`config.mk`:
```
export PLATFORM = sky130hd
export DESIGN_NAME = apb_i2c_regbank
export DESIGN_NICKNAME = d
export VERILOG_FILES = /design/src/rtl/apb_i2c_pkg.sv /design/src/rtl/apb_i2c_irq.sv /design/src/rtl/apb_i2c_regbank.sv
export SDC_FILE = /design/constraint.sdc
export NUM_CORES = 1
export LEC_CHECK = 0
export BUFFER_PORTS_ARGS = -buffer_cell sky130_fd_sc_hd__buf_2
export CAP_MARGIN = 10
export CORE_ASPECT_RATIO = 0.75
export CORE_UTILIZATION = 43
export CTS_CLUSTER_DIAMETER = 150
export DETAILED_ROUTE_END_ITERATION = 8
export GPL_TIMING_DRIVEN = 0
export PLACE_DENSITY = 0.82
export SLEW_MARGIN = 20
export SYNTH_ARGS = -nofsm -noshare
export SYNTH_HDL_FRONTEND = slang
export SYNTH_HIERARCHICAL = 1
export SYNTH_SLANG_ARGS = --single-unit
```
`constraint.sdc`:
```
create_clock -name PCLK -period 3.4 [get_ports PCLK]
set_input_delay 0.51 -clock PCLK [delete_from_list [all_inputs] [get_ports PCLK]]
set_output_delay 0.51 -clock PCLK [all_outputs]
set_load 0.02 [all_outputs]
```
`src/rtl/apb_i2c_pkg.sv`:
```
// Shared constants for the APB I2C register bank: register offsets,
// APB slave FSM states and interrupt source bit positions.
package apb_i2c_pkg;

  localparam logic [7:0] OFS_TXDATA   = 8'h00;
  localparam logic [7:0] OFS_RXDATA   = 8'h04;
  localparam logic [7:0] OFS_CONFIG   = 8'h08;
  localparam logic [7:0] OFS_TIMEOUT  = 8'h0C;
  localparam logic [7:0] OFS_STATUS   = 8'h10;
  localparam logic [7:0] OFS_INT_EN   = 8'h14;
  localparam logic [7:0] OFS_INT_STAT = 8'h18;

  localparam int IRQ_W        = 3;
  localparam int IRQ_TX_EMPTY = 0;
  localparam int IRQ_RX_DATA  = 1;
  localparam int IRQ_I2C_ERR  = 2;

  typedef enum logic [1:0] {
    IDLE,
    SETUP,
    ACCESS
  } state_e;

endpackage

```
`src/rtl/apb_i2c_irq.sv`:
```
// Interrupt block: source edge detection, sticky write-1-to-clear status,
// enable mask and a registered interrupt output.
module apb_i2c_irq
  import apb_i2c_pkg::*;
(
  input  logic             clk,
  input  logic             rst,
  input  logic             tx_empty,
  input  logic             rx_empty,
  input  logic             i2c_error,
  input  logic             en_we,
  input  logic [IRQ_W-1:0] en_wdata,
  input  logic             clr_we,
  input  logic [IRQ_W-1:0] clr_mask,
  output logic [IRQ_W-1:0] int_en,
  output logic [IRQ_W-1:0] int_stat,
  output logic             irq
);

  logic [IRQ_W-1:0] src_cur;
  logic [IRQ_W-1:0] src_prev_q, src_prev_d;
  logic [IRQ_W-1:0] en_q, en_d;
  logic [IRQ_W-1:0] stat_q, stat_d;
  logic [IRQ_W-1:0] set_vec, clr_vec;
  logic             primed_q, primed_d;
  logic             irq_q, irq_d;

  // rx_empty is inverted so that "data arrived" becomes a rising edge too.
  always_comb begin
    src_cur               = '0;
    src_cur[IRQ_TX_EMPTY] = tx_empty;
    src_cur[IRQ_RX_DATA]  = ~rx_empty;
    src_cur[IRQ_I2C_ERR]  = i2c_error;
  end

  // The previous-value flops hold their reset zeros for one cycle, so edges
  // are ignored until they have captured real input levels.
  always_comb begin
    set_vec    = primed_q ? (src_cur & ~src_prev_q) : '0;
    clr_vec    = clr_we ? clr_mask : '0;
    src_prev_d = src_cur;
    primed_d   = 1'b1;
    en_d       = en_we ? en_wdata : en_q;
    stat_d     = (stat_q & ~clr_vec) | set_vec;
    irq_d      = |(stat_q & en_q);
  end

  always_ff @(posedge clk) begin
    if (rst) begin
      src_prev_q <= '0;
      primed_q   <= 1'b0;
      en_q       <= '0;
      stat_q     <= '0;
      irq_q      <= 1'b0;
    end else begin
      src_prev_q <= src_prev_d;
      primed_q   <= primed_d;
      en_q       <= en_d;
      stat_q     <= stat_d;
      irq_q      <= irq_d;
    end
  end

  assign int_en   = en_q;
  assign int_stat = stat_q;
  assign irq      = irq_q;

endmodule

```
`src/rtl/apb_i2c_regbank.sv`:
```
// APB3 slave register bank for the I2C core: SETUP/ACCESS FSM with
// programmable wait states, address decode, error checks and read mux.
module apb_i2c_regbank
  import apb_i2c_pkg::*;
#(
  parameter int ADDR_W      = 32,
  parameter int DATA_W      = 32,
  parameter int CFG_W       = 14,
  parameter int TMO_W       = 14,
  parameter int WAIT_STATES = 0
) (
  input  logic              PCLK,
  input  logic              PRESET,
  input  logic              PSEL,
  input  logic              PENABLE,
  input  logic              PWRITE,
  input  logic [ADDR_W-1:0] PADDR,
  input  logic [DATA_W-1:0] PWDATA,
  output logic [DATA_W-1:0] PRDATA,
  output logic              PREADY,
  output logic              PSLVERR,
  output logic              tx_wr_en,
  output logic [DATA_W-1:0] tx_wdata,
  input  logic              tx_full,
  input  logic              tx_empty,
  output logic              rx_rd_en,
  input  logic [DATA_W-1:0] rx_rdata,
  input  logic              rx_empty,
  input  logic              rx_full,
  input  logic              i2c_error,
  output logic [CFG_W-1:0]  cfg,
  output logic [TMO_W-1:0]  tmo,
  output logic              irq
);

  localparam logic [3:0] WS_C = WAIT_STATES[3:0];

  state_e           state_q, state_d;
  logic [3:0]       cnt_q, cnt_d;
  logic [CFG_W-1:0] cfg_q, cfg_d;
  logic [TMO_W-1:0] tmo_q, tmo_d;

  logic [7:0]       ofs;
  logic             hi_nz, mapped, bad_dir, fifo_bad, slverr;
  logic             ready, wr_ok, rd_ok;
  logic [IRQ_W-1:0] int_en, int_stat;
  logic [DATA_W-1:0] rdata;

  assign ofs   = PADDR[7:0];
  assign hi_nz = |PADDR[ADDR_W-1:8];

  // Reset in the same cycle suppresses completion so no strobe escapes.
  assign ready = (state_q == ACCESS) && PSEL && !PRESET && (cnt_q == WS_C);
  assign wr_ok = ready && !slverr && PWRITE;
  assign rd_ok = ready && !slverr && !PWRITE;

  always_comb begin
    state_d = state_q;
    cnt_d   = cnt_q;
    case (state_q)
      IDLE: if (PSEL && !PENABLE) state_d = SETUP;
      SETUP: begin
        if (!PSEL) state_d = IDLE;
        else if (PENABLE) begin
          state_d = ACCESS;
          cnt_d   = '0;
        end
      end
      ACCESS: begin
        if (!PSEL) state_d = IDLE;
        else if (cnt_q == WS_C) state_d = PENABLE ? IDLE : SETUP;
        else cnt_d = cnt_q + 4'd1;
      end
      default: state_d = IDLE;
    endcase
  end

  always_comb begin
    mapped   = 1'b0;
    bad_dir  = 1'b0;
    fifo_bad = 1'b0;
    case (ofs)
      OFS_TXDATA: begin
        mapped   = 1'b1;
        bad_dir  = !PWRITE;
        fifo_bad = PWRITE && tx_full;
      end
      OFS_RXDATA: begin
        mapped   = 1'b1;
        bad_dir  = PWRITE;
        fifo_bad = !PWRITE && rx_empty;
      end
      OFS_STATUS: begin
        mapped  = 1'b1;
        bad_dir = PWRITE;
      end
      OFS_CONFIG, OFS_TIMEOUT, OFS_INT_EN, OFS_INT_STAT: mapped = 1'b1;
      default: mapped = 1'b0;
    endcase
    slverr = hi_nz || !mapped || bad_dir || fifo_bad;
  end

  always_comb begin
    rdata = '0;
    if (rd_ok) begin
      case (ofs)
        OFS_RXDATA:   rdata = rx_rdata;
        OFS_CONFIG:   rdata = DATA_W'(cfg_q);
        OFS_TIMEOUT:  rdata = DATA_W'(tmo_q);
        OFS_STATUS:   rdata = DATA_W'({i2c_error, rx_full, rx_empty, tx_full, tx_empty});
        OFS_INT_EN:   rdata = DATA_W'(int_en);
        OFS_INT_STAT: rdata = DATA_W'(int_stat);
        default:      rdata = '0;
      endcase
    end
  end

  always_comb begin
    cfg_d = cfg_q;
    tmo_d = tmo_q;
    if (wr_ok && ofs == OFS_CONFIG)  cfg_d = PWDATA[CFG_W-1:0];
    if (wr_ok && ofs == OFS_TIMEOUT) tmo_d = PWDATA[TMO_W-1:0];
  end

  always_ff @(posedge PCLK) begin
    if (PRESET) begin
      state_q <= IDLE;
      cnt_q   <= '0;
      cfg_q   <= '0;
      tmo_q   <= '0;
    end else begin
      state_q <= state_d;
      cnt_q   <= cnt_d;
      cfg_q   <= cfg_d;
      tmo_q   <= tmo_d;
    end
  end

  apb_i2c_irq u_irq (
    .clk       (PCLK),
    .rst       (PRESET),
    .tx_empty  (tx_empty),
    .rx_empty  (rx_empty),
    .i2c_error (i2c_error),
    .en_we     (wr_ok && ofs == OFS_INT_EN),
    .en_wdata  (PWDATA[IRQ_W-1:0]),
    .clr_we    (wr_ok && ofs == OFS_INT_STAT),
    .clr_mask  (PWDATA[IRQ_W-1:0]),
    .int_en    (int_en),
    .int_stat  (int_stat),
    .irq       (irq)
  );

  assign PREADY   = ready;
  assign PSLVERR  = ready && slverr;
  assign PRDATA   = rdata;
  assign tx_wr_en = wr_ok && ofs == OFS_TXDATA;
  assign tx_wdata = PWDATA;
  assign rx_rd_en = rd_ok && ofs == OFS_RXDATA;
  assign cfg      = cfg_q;
  assign tmo      = tmo_q;

endmodule

```
## Yosys cells after proc, flatten, opt, wreduce, memory -nomap -nowiden

Index checks and enable logic that the tools add are counted.

| operators by class | value |
|---|---|
| $add $sub $neg | 1 |
| eq/ne operators | 15 |
| muxes and demuxes | 20 |
| bitwise logic cells | 7 |
| reduce and logical (&&, ||, !) cells | 34 |

Operators with widths:

| operator | count |
|---|---|
| $pmux W32 S6 | 1 |
| $mux W32 | 1 |
| $eq A8 B5 Y1 const B | 3 |
| $reduce_or A24 Y1 | 1 |
| $eq A8 B4 Y1 const B | 2 |
| $logic_and A1 B1 Y1 | 16 |
| $mux W4 | 4 |
| $mux W2 | 5 |
| $ne A2 B2 Y1 const B | 5 |
| $and A3 B3 Y3 | 3 |
| $eq A8 B3 Y1 const B | 1 |
| $logic_not A8 Y1 | 1 |
| $pmux W4 S2 | 1 |
| $reduce_or A7 Y1 | 1 |
| $mux W3 | 2 |
| $not A3 Y3 | 2 |
| $pmux W2 S3 | 1 |
| $logic_not A1 Y1 | 5 |
| $reduce_and A5 Y1 | 1 |
| $add A4 B1 Y4 const B | 1 |
| $logic_not A4 Y1 | 1 |
| $pmux W1 S2 | 2 |
| $logic_or A1 B1 Y1 | 3 |
| $mux W1 | 3 |
| other kinds (11) | 11 |

| storage, ports and cells | value |
|---|---|
| register bits after elaboration | 45 |
| output and inout port bits | 97 |
| word-level logic and storage cells | 86 |

## Longest topological paths before layout

Gate-level depths: netlist of the first run.

| depth | value |
|---|---|
| depth in word-level cells | 15 |
| mapped depth | 9 |

## By module

Netlist of the first run, hierarchy kept.

Modules (own cells, without submodules):

| module | times used | cells an instance | area each (um2) |
|---|---|---|---|
| apb_i2c_regbank | 1 | 364 | 2,849.0 |
| apb_i2c_irq | 1 | 33 | 367.9 |

## Worst setup path before layout of the first run

OpenSTA, ideal clock, no wires.

| timing | value |
|---|---|
| kind | in2out |
| start | input port PADDR[0] |
| end | output port PRDATA[0] |
| arrival | 2,732 ps |
| slack | 158 ps |
| stages on the path | 5 |
| buffers on the path | 1 |
| cells stage by stage | or4_1 -> buf_2 -> nor4_1 -> nand4b_1 -> a2111oi_0 |

| between the ends | value |
|---|---|
| word-level cells in the longest chain between the ends | 11 |

Ends and longest elaborated chain:

| item | RTL line | text |
|---|---|---|
| start, declared | apb_i2c_regbank.sv:17 | `input logic [ADDR_W-1:0] PADDR,` |
| $eq A8 B4 Y1 (tied with other cells) | apb_i2c_regbank.sv:82, apb_i2c_regbank.sv:106 |  |
| $reduce_or A7 Y1 (no source line) | -- |  |
| $mux W1 | apb_i2c_regbank.sv:82 | `case (ofs)` |
| $logic_not A1 Y1 | apb_i2c_regbank.sv:100 | `slverr = hi_nz \|\| !mapped \|\| bad_dir \|\| fifo_bad;` |
| $logic_or A1 B1 Y1 (3 in a row) | apb_i2c_regbank.sv:100 |  |
| $logic_not A1 Y1 | apb_i2c_regbank.sv:55 | `assign rd_ok = ready && !slverr && !PWRITE;` |
| $logic_and A1 B1 Y1 (2 in a row) | apb_i2c_regbank.sv:55 |  |
| $mux W32 (*) | apb_i2c_regbank.sv:105 | `if (rd_ok) begin` |
| end, declared | apb_i2c_regbank.sv:19 | `output logic [DATA_W-1:0] PRDATA,` |

Every way passes the cells marked *; elsewhere a longest branch is shown, timed or not.

## Worst setup path after layout of the first run

| timing | value |
|---|---|
| start | register cnt_q[0] |
| end | output port PRDATA[13] |

| between the ends | value |
|---|---|
| word-level cells in the longest chain between the ends | 5 |

Ends and longest elaborated chain:

| item | RTL line | text |
|---|---|---|
| start, declared | apb_i2c_regbank.sv:39 | `logic [3:0] cnt_q, cnt_d;` |
| start signal, assigned | apb_i2c_regbank.sv:133 | `cnt_q <= cnt_d;` |
| $logic_not A4 Y1 | apb_i2c_regbank.sv:53 | `assign ready = (state_q == ACCESS) && PSEL && !PRESET && (cnt_q == WS_C);` |
| $logic_and A1 B1 Y1 | apb_i2c_regbank.sv:53 |  |
| $logic_and A1 B1 Y1 (2 in a row) | apb_i2c_regbank.sv:55 |  |
| $mux W32 | apb_i2c_regbank.sv:105 |  |

No other way between the ends.

==> qor.csv, run 1 <==
stage;metric;value;unit
route;drt_wl_total;11100;um
worst_setup_path;critPathLaunchType;flop;
sta;hold_viol;0;
worst_setup_path;worst-setup-path-type;flop to output pin;
floorplan;initial_core_util;0.458;
finish;final_util;0.620;
worst_setup_path;cp_common_cell;buf_2;
status;status;complete, no violations;
floorplan;die_area;7830;um2
route;wl_per_cell;16.1;um
route;first_iter_violations;250;
global_routing;grt_max_degree;16;
global_routing;antenna_found_initial;0;
finish;final_cell_mix;193 x buf_2, 45 x dfxtp_1, 34 x buf_4;
synth;synthCells;397;
synth;syn-cell-area;3220;um2
floorplan;num_rows;26;
run;drv_cap;0;
finish;finish.instance_area;4360;um2
worst_setup_path;cp_max_fo;10;
power_and_ir_drop;p_per_area;257;nW/um2
synth;synth_edf_count;0;
worst_setup_path;endpoint;PRDATA[13];
synth;synthTopCellsByArea;dfxtp_1 28%, mux2i_1 9.6%, buf_4 7.9%, nor4_1 6.4%, nand2b_1 6.2%;
synth;async_reset_ff_frac;0;
synth;yosysTopAreaCellShare;0.280;
sta;slew_headroom;0.530;
sta;min_period_over_period;0.942;
floorplan;die_w;102;um
route;drt_pass1_iterations;5;
finish;diodes;0;
sta;skew;0.0121;ns
finish;nets;694;
cts;ctsHoldBuffers;0;
worst_setup_path;cp.depth;9;
sta;min_period;3.20;ns
synth;syn_avg_cell_area;8.10;um2
floorplan;core;7030;um2
power_and_ir_drop;peakVddDrop;148;uV
worst_setup_path;reg2reg_depth;9;
sta;rsz0062_at_grt;no;
cts;cts-buffers-inserted;5;
synth;yosysWarnings;6;
route;vias_per_cell;5.50;
global_routing;grt_pass1_wl;16500;um
cts;cts_max_path_buffers;2;
sta;setup_violations;0;
sta;drv_slew;0;
sta;fmax;0.312;GHz
synth;ys.flop_type;dfxtp_1;
sta;tightest_slew;0.699;ns
worst_setup_path;cp-end-kind;output pin;
worst_setup_path;worstReg2RegStart;cnt_q[0];
worst_setup_path;cp.arrival;2.69;ns
global_routing;gr-usage-all-layers;0.270;
finish;drive_above_1_share;0.441;
finish;area_growth;35.4;%
worst_setup_path;r2r_end;u_irq/int_en[0];
place;post-dp-hpwl;9000;um
global_routing;gr-total-overflow;0;
cts;cts_sinks;45;
power_and_ir_drop;p_leak;1.94;nW
route;antenna_left;0;
floorplan;fp.dieH;76.9;um
worst_setup_path;cpPeakStageDelay;0.52;ns
cts;htreeDepth;2;
cts;cts_tree;done;
place;place_inst;678;
worst_setup_path;cp.buffers_inverters;4;
place;place_area;4260;um2
floorplan;boundaryPins;203;
cts;cts.reportedPaths.clkPinSlew;0.09;ns
worst_setup_path;reg2reg_slack;0.31;ns
synth;yosysSeqAreaShare;0.280;
finish;nFillCells;644;
cts;cts_resized;0;
place;port_buffers;183;
finish;layout_commonest_cell;buf_2;
synth;syn-num-nets;505;
worst_setup_path;path_cells;inv_1 -> ha_1 -> or4b_4 -> nor4_2 -> nand2b_1 -> buf_2 -> buf_2 -> nor4_1 -> buf_2;
place;place.gp.congestion;0.850;
cts;clk_latency;0.30;ns
synth;ys_ff_latch;45;
global_routing;grt_pass1_vias;3454;
worst_setup_path;startpoint;cnt_q[0];
cts;cts_setup_buffers;0;
sta;finalSetupTns;0;ns
worst_setup_path;worstPathRequired;2.89;ns
cts;root_buffer;clkbuf_8;
route;vias;3767;
synth;ys_types;47;
worst_hold_path;min-delay-start;PENABLE;
worst_hold_path;hold_class;input pin to flop;
worst_setup_path;worst_path_max_delay_cell;or4b_4;
worst_setup_path;critical_path.top_delay_family;simple AND/OR/NAND/NOR gates;
route;drc_errors;0;
synth;yosysTopAreaCell;dfxtp_1;
finish;fin_cells;685;
layout make-up:
cell class	instances	area, um2	share of cell area
Multi-Input combinational cell	278	1890	0.434
Timing Repair Buffer	183	916	0.210
Sequential cell	45	901	0.207
Buffer	67	407	0.0933
Tap cell	98	123	0.0281
Clock buffer	6	82.6	0.0190
Inverter	6	22.5	0.00517
Clock inverter	2	16.3	0.00373
worst min path at each step:
| stage | endpoint | depth (start not counted) | slack, ns |
|---|---|---|---|
| 3_5_place_dp | cfg[1] | 2 | 0.48 |
| 3_3_place_gp | cfg[10] | 2 | 0.47 |
| 6_report | state_q[0] | 2 | 0.39 |
| 2_1_floorplan | u_irq/int_stat[0] | 2 | 0.47 |
| 5_1_grt | state_q[0] | 2 | 0.40 |
| 4_1_cts | state_q[0] | 2 | 0.39 |
through the flow:
| stage | hold slack [ns] | setup WS (ns) | power, mW |
|---|---|---|---|
| 2_1_floorplan | 0.471 | 0.158 | 0.670 |
| 3_3_place_gp | 0.471 | 0.200 | 0.765 |
| 3_5_place_dp | 0.482 | 0.202 | 0.770 |
| 4_1_cts | 0.385 | 0.149 | 1.12 |
| 5_1_grt | 0.399 | 0.0141 | 1.16 |
| 6_report | 0.387 | 0.197 | 1.12 |
cell families after synthesis:
group	Yosys count	synth area share
compound gates	66	0.151
fa+ha+maj	2	0.00778
xor+xnor	2	0.00545
mux	34	0.107
buf+inv	74	0.135
simple gates	174	0.314
flops	45	0.280
layer usage:
metal  vias up  part of all wire  global-route usage
met3        21             0.083              0.0392
li1       1796                 -                   -
met2       212              0.48               0.486
met5         -                 0                   0
met1      1738              0.42               0.332
met4         0             0.016              0.0714
power breakdown:
group	switching (mW)	total, mW	internal (mW)	leakage, nW
sequential	0.00352	0.536	0.532	0.364
combinational	0.119	0.224	0.105	1.53
clock	0.193	0.361	0.167	0.0478
total	0.316	1.12	0.804	1.94
Yosys cell counts, drive strengths merged (3+ instances only):
library cell / number
a221oi: 3
clkbuf: 21
nand4: 16
nor2b: 4
nor2: 28
nand2b: 32
o31ai: 14
dfxtp: 45
mux2i: 31
nor4: 35
a21oi: 32
o21ai: 3
nand3: 3
nor3: 5
nand2: 25
inv: 6
a2111oi: 4
mux2: 3
or4: 5
buf: 47
nand3b: 7
registers in the layout, summed over array words and instances (netlist names):
signal            count
state_q               2
u_irq/src_prev_q      3
u_irq/primed_q        1
u_irq/int_en          3
cfg                  14
u_irq/irq             1
u_irq/int_stat        3
tmo                  14
cnt_q                 4
(Power assumes the default switching activity.)
==> run 2, diff against run 1 <==
--- a/config.mk
+++ b/config.mk
@@ -12,7 +12,7 @@
 export CTS_CLUSTER_DIAMETER = 150
 export DETAILED_ROUTE_END_ITERATION = 8
 export GPL_TIMING_DRIVEN = 0
-export PLACE_DENSITY = 0.82
+export PLACE_DENSITY = 0.81
 export SLEW_MARGIN = 20
 export SYNTH_ARGS = -nofsm -noshare
 export SYNTH_HDL_FRONTEND = slang
==> qor.csv, run 2 (synthesized netlist as in run 1, its figures left out) <==
stage;metric;value;unit;change
cts;clk_latency;0.30;ns;about the same
sta;setup_violations;0;;unchanged
finish;final_cell_mix;193 x buf_2, 45 x dfxtp_1, 34 x buf_4;;
worst_setup_path;cp_common_cell;buf_2;;
sta;slew_headroom;0.597;;+0.0671
worst_setup_path;worst_path_max_delay_cell;or4b_4;;
floorplan;die_area;7830;um2;unchanged
worst_setup_path;worst-setup-path-type;flop to output pin;;
floorplan;fp.dieH;76.9;um;unchanged
sta;drv_slew;0;;unchanged
status;status;complete, no violations;;
worst_hold_path;hold_class;input pin to flop;;
global_routing;grt_pass1_wl;16700;um;+1.3%
power_and_ir_drop;peakVddDrop;151;uV;+2.4%
route;antenna_left;0;;unchanged
worst_setup_path;critical_path.top_delay_family;simple AND/OR/NAND/NOR gates;;
route;vias_per_cell;5.44;;-1.1%
floorplan;core;7030;um2;unchanged
finish;drive_above_1_share;0.445;;+0.00341
global_routing;gr-usage-all-layers;0.272;;+0.00187
finish;area_growth;36.1;%;
floorplan;num_rows;26;;unchanged
cts;htreeDepth;2;;unchanged
cts;cts.reportedPaths.clkPinSlew;0.10;ns;about the same
cts;cts-buffers-inserted;5;;unchanged
worst_setup_path;cp.buffers_inverters;4;;unchanged
sta;tightest_slew;0.599;ns;-0.100 ns
worst_setup_path;cp.arrival;2.72;ns;+0.03 ns
power_and_ir_drop;p_leak;1.95;nW;+0.26%
global_routing;gr-total-overflow;0;;unchanged
cts;root_buffer;clkbuf_8;;
worst_setup_path;cp_max_fo;10;;unchanged
floorplan;initial_core_util;0.458;;unchanged
finish;diodes;0;;unchanged
worst_setup_path;worstPathRequired;2.89;ns;about the same
power_and_ir_drop;p_per_area;258;nW/um2;+0.28%
finish;layout_commonest_cell;buf_2;;
sta;rsz0062_at_grt;no;;
route;drt_wl_total;11200;um;+1.1%
finish;nFillCells;659;;+2.3%
worst_setup_path;critPathLaunchType;flop;;
route;first_iter_violations;245;;-2.0%
floorplan;boundaryPins;203;;unchanged
route;drt_pass1_iterations;5;;unchanged
sta;skew;0.0137;ns;+0.00154 ns
route;vias;3724;;-1.1%
cts;ctsHoldBuffers;0;;unchanged
floorplan;die_w;102;um;unchanged
cts;cts_tree;done;;
route;wl_per_cell;16.3;um;+1.1%
run;drv_cap;0;;unchanged
power_and_ir_drop;total_power;1.13;mW;+0.80%
worst_setup_path;cpPeakStageDelay;0.53;ns;about the same
place;port_buffers;183;;unchanged
place;pre_cts_slack;0.0841;ns;-0.117 ns
worst_setup_path;cp-end-kind;output pin;;
cts;cts_sinks;45;;unchanged
sta;fmax;0.310;GHz;-0.82%
global_routing;grt_max_degree;16;;unchanged
place;post-dp-hpwl;8970;um;-0.32%
sta;finalSetupTns;0;ns;unchanged
place;place.gp.congestion;0.859;;+1.0%
global_routing;antenna_found_initial;0;;unchanged
worst_setup_path;path_cells;inv_1 -> ha_1 -> or4b_4 -> nor4_4 -> nand2b_1 -> buf_2 -> buf_2 -> nor4_1 -> buf_2;;
sta;min_period_over_period;0.950;;+0.00783
sta;hold_viol;0;;unchanged
sta;fin_ws;0.170;ns;-0.0266 ns
global_routing;grt_pass1_vias;3452;;-0.058%
finish;nets;694;;unchanged
sta;min_period;3.23;ns;+0.0266 ns
cts;cts_max_path_buffers;2;;unchanged
route;drc_errors;0;;unchanged
## run 2: per-layer routing
metal  track usage  up-vias  routed length [um]
li1              -     1790                   -
met2         0.466      209                5350
met1         0.349     1709                4650
met3        0.0465       16                1010
met4        0.0700        0                 162
met5             0        -                   0
## run 2: layout make-up
cell class,instances,area [um2],area share
repair buffers,183,916,0.209
clock buffers,6,82.6,0.0189
clock inverters,2,17.5,0.00400
well taps,98,123,0.0280
multi-input cells,278,1910,0.436
flip-flops and latches,45,901,0.206
plain buffers,67,407,0.0929
inverters,6,22.5,0.00514
## run 2: timing repair
action / in CTS / in global routing
endpoints found under the setup margin: 0 / 25
gates resized for setup: 0 / 4
setup buffers: 0 / 0
## run 2: final timing paths
check / from / to / slack (ns) / cells after the start
hold / removal: PENABLE / state_q[0] / 0.39 / 2
setup / recovery: cnt_q[0] / PRDATA[22] / 0.17 / 9
setup reg to reg: cnt_q[0] / u_irq/int_en[1] / 0.38 / 9
hold reg to reg: tmo[7] / tmo[7] / 0.49 / 2
## run 2: per-stage QoR
stage | hold WS (ns) | std cells | area [um2] | utilization
2_1_floorplan | 0.471 | 397 | 3220 | -
3_3_place_gp | 0.469 | 678 | 4260 | 0.606
3_5_place_dp | 0.478 | 678 | 4260 | 0.606
4_1_cts | 0.390 | 686 | 4360 | 0.620
5_1_grt | 0.387 | 685 | 4380 | 0.623
6_report | 0.386 | 685 | 4380 | 0.623
## run 2: where the power goes
| group | switching, mW | internal [mW] |
|---|---|---|
| clock network | 0.200 | 0.169 |
| logic | 0.120 | 0.105 |
| registers | 0.00359 | 0.532 |
| total | 0.323 | 0.806 |
==> run 3, diff against run 2 <==
--- a/config.mk
+++ b/config.mk
@@ -8,11 +8,12 @@
 export BUFFER_PORTS_ARGS = -buffer_cell sky130_fd_sc_hd__buf_2
 export CAP_MARGIN = 10
 export CORE_ASPECT_RATIO = 0.75
-export CORE_UTILIZATION = 43
+export CORE_UTILIZATION = 44
+export CTS_BUF_LIST = sky130_fd_sc_hd__clkbuf_8
 export CTS_CLUSTER_DIAMETER = 150
 export DETAILED_ROUTE_END_ITERATION = 8
 export GPL_TIMING_DRIVEN = 0
-export PLACE_DENSITY = 0.81
+export PLACE_DENSITY = 0.82
 export SLEW_MARGIN = 20
 export SYNTH_ARGS = -nofsm -noshare
 export SYNTH_HDL_FRONTEND = slang
==> qor.csv, run 3 (synthesized netlist as in run 1, its figures left out) <==
stage;metric;value;unit;change
sta;min_period_over_period;0.928;;-0.0215
worst_setup_path;r2r_end;u_irq/int_en[2];;
cts;clk_latency;0.30;ns;about the same
finish;ff_latch_area;901;um2;unchanged
floorplan;num_rows;26;;unchanged
floorplan;fp.dieH;76.1;um;-1.1%
floorplan;core;6930;um2;-1.4%
worst_setup_path;startpoint;cnt_q[0];;
worst_setup_path;reg2reg_slack;0.36;ns;-0.02 ns
power_and_ir_drop;peakVddDrop;213;uV;+41%
cts;root_buffer;clkbuf_8;;
place;place_area;4260;um2;unchanged
finish;area_growth;35.0;%;
route;vias_per_cell;5.46;;+0.48%
sta;skew;0.00236;ns;-0.0113 ns
sta;hold_viol;0;;unchanged
cts;htreeDepth;2;;unchanged
worst_setup_path;worst_path_max_delay_cell;or4b_4;;
worst_setup_path;path_cells;inv_1 -> ha_1 -> or4b_4 -> nor4_2 -> nand2b_1 -> buf_2 -> buf_2 -> nor4_1 -> buf_2;;
floorplan;die_w;101;um;-1.1%
sta;finalSetupTns;0;ns;unchanged
worst_setup_path;critPathLaunchType;flop;;
route;wl_per_cell;16.0;um;-2.2%
worst_hold_path;whs_path_depth;2;;unchanged
global_routing;antenna_found_initial;0;;unchanged
finish;multi_input_area;1890;um2;-1.0%
cts;cts_max_path_buffers;2;;unchanged
finish;finish.instance_area;4340;um2;-0.86%
worst_setup_path;cpPeakStageDelay;0.52;ns;about the same
cts;ctsHoldBuffers;0;;unchanged
route;antenna_left;0;;unchanged
global_routing;gr-usage-all-layers;0.278;;+0.00666
cts;cts.reportedPaths.clkPinSlew;0.08;ns;-0.02 ns
sta;slew_headroom;0.566;;-0.0310
worst_hold_path;hold_class;input pin to flop;;
floorplan;initial_core_util;0.464;;+0.00645
route;vias;3742;;+0.48%
worst_setup_path;reg2reg_depth;9;;unchanged
sta;min_period;3.16;ns;-0.0730 ns
sta;rsz0062_at_grt;no;;
floorplan;die_area;7660;um2;-2.2%
worst_setup_path;cp-end-kind;output pin;;
route;drt_pass1_iterations;5;;unchanged
cts;cts-buffers-inserted;5;;unchanged
finish;drive_above_1_share;0.440;;-0.00511
finish;diodes;0;;unchanged
route;first_iter_violations;277;;+13%
global_routing;grt_max_degree;14;;-2
worst_setup_path;worst-setup-path-type;flop to output pin;;
global_routing;gr-total-overflow;0;;unchanged
finish;final_cell_mix;193 x buf_2, 45 x dfxtp_1, 34 x buf_4;;
route;drc_errors;0;;unchanged
global_routing;grt_pass1_wl;16900;um;+1.2%
worst_setup_path;worstPathRequired;2.89;ns;about the same
power_and_ir_drop;p_leak;1.94;nW;-0.20%
finish;nFillCells;634;;-3.8%
cts;cts_sinks;45;;unchanged
global_routing;grt_pass1_vias;3496;;+1.3%
sta;setup_violations;0;;unchanged
worst_setup_path;endpoint;PRDATA[24];;
place;port_buffers;183;;unchanged
run;drv_cap;0;;unchanged
worst_setup_path;cp_common_cell;buf_2;;
sta;fmax;0.317;GHz;+2.3%
floorplan;boundaryPins;203;;unchanged
finish;final_util;0.627;;+0.00336
power_and_ir_drop;p_per_area;248;nW/um2;-3.7%
finish;layout_commonest_cell;buf_2;;
place;post-dp-hpwl;8820;um;-1.6%
worst_setup_path;worstReg2RegStart;cnt_q[0];;
place;pre_cts_slack;0.232;ns;+0.148 ns
cts;cts_tree;done;;
sta;drv_slew;0;;unchanged
place;place.gp.congestion;0.848;;-1.3%
worst_setup_path;cp.arrival;2.65;ns;-0.07 ns
finish;nets;694;;unchanged
status;status;complete, no violations;;
route;drt_wl_total;10900;um;-2.2%
worst_setup_path;cp_max_fo;10;;unchanged
sta;fin_ws;0.243;ns;+0.0730 ns
sta;tightest_slew;0.645;ns;+0.0461 ns
run 3: changes by cell type in the layout (fill, tap and decap cells not counted), sizes merged:
| cell | change |
|---|---|
| clkbuf | -1 |
| clkinv | +1 |
run 3: critical path: cells and delay by family (launching register included):
kind | cells | cell delay [ns]
and+or+nand+nor | 4 | 1.17
buffers and inverters | 4 | 0.66
DFF | 1 | 0.35
adders and majority gates | 1 | 0.15
run 3: area by class of cell:
class                           count  share of cell area
Sequential cell                    45               0.207
Inverter                            6             0.00519
Tap cell                           98              0.0282
Buffer                             67              0.0937
Clock inverter                      3             0.00317
Timing Repair Buffer              183               0.211
Clock buffer                        5              0.0159
Multi-Input combinational cell    278               0.435
run 3: worst min path at each step:
stage                   startpoint                 to  slack, ns
4_1_cts                    PENABLE         state_q[0]       0.40
3_3_place_gp                tmo[6]             tmo[6]       0.47
2_1_floorplan  u_irq/src_prev_q[0]  u_irq/int_stat[0]       0.47
5_1_grt                    PENABLE         state_q[0]       0.41
3_5_place_dp                cfg[6]             cfg[6]       0.48
6_report                   PENABLE         state_q[0]       0.40
run 3: timing repair:
item / in CTS / in global routing
buffers inserted: 0 / 0
gates resized for setup: 0 / 2
setup endpoints to repair: 0 / 18
run 3: power by group:
part	internal [mW]	switching, mW
clock network	0.140	0.180
registers	0.532	0.00351
logic	0.105	0.119
run 3: per-stage QoR:
stage | hold WS [ns] | power [mW] | std cells
final | 0.400 | 1.08 | 685
after global routing | 0.412 | 1.12 | 685
after CTS | 0.398 | 1.08 | 686
after detailed placement | 0.479 | 0.769 | 678
after global placement | 0.468 | 0.764 | 678
after floorplan | 0.471 | 0.670 | 397
run 3: layer usage:
metal  share of wire  vias to the layer above  GRT usage
met3           0.083                       12     0.0312
li1                -                     1790          -
met2            0.49                      192      0.490
met1            0.42                     1748      0.368
met4          0.0081                        0     0.0522
met5               0                        -          0
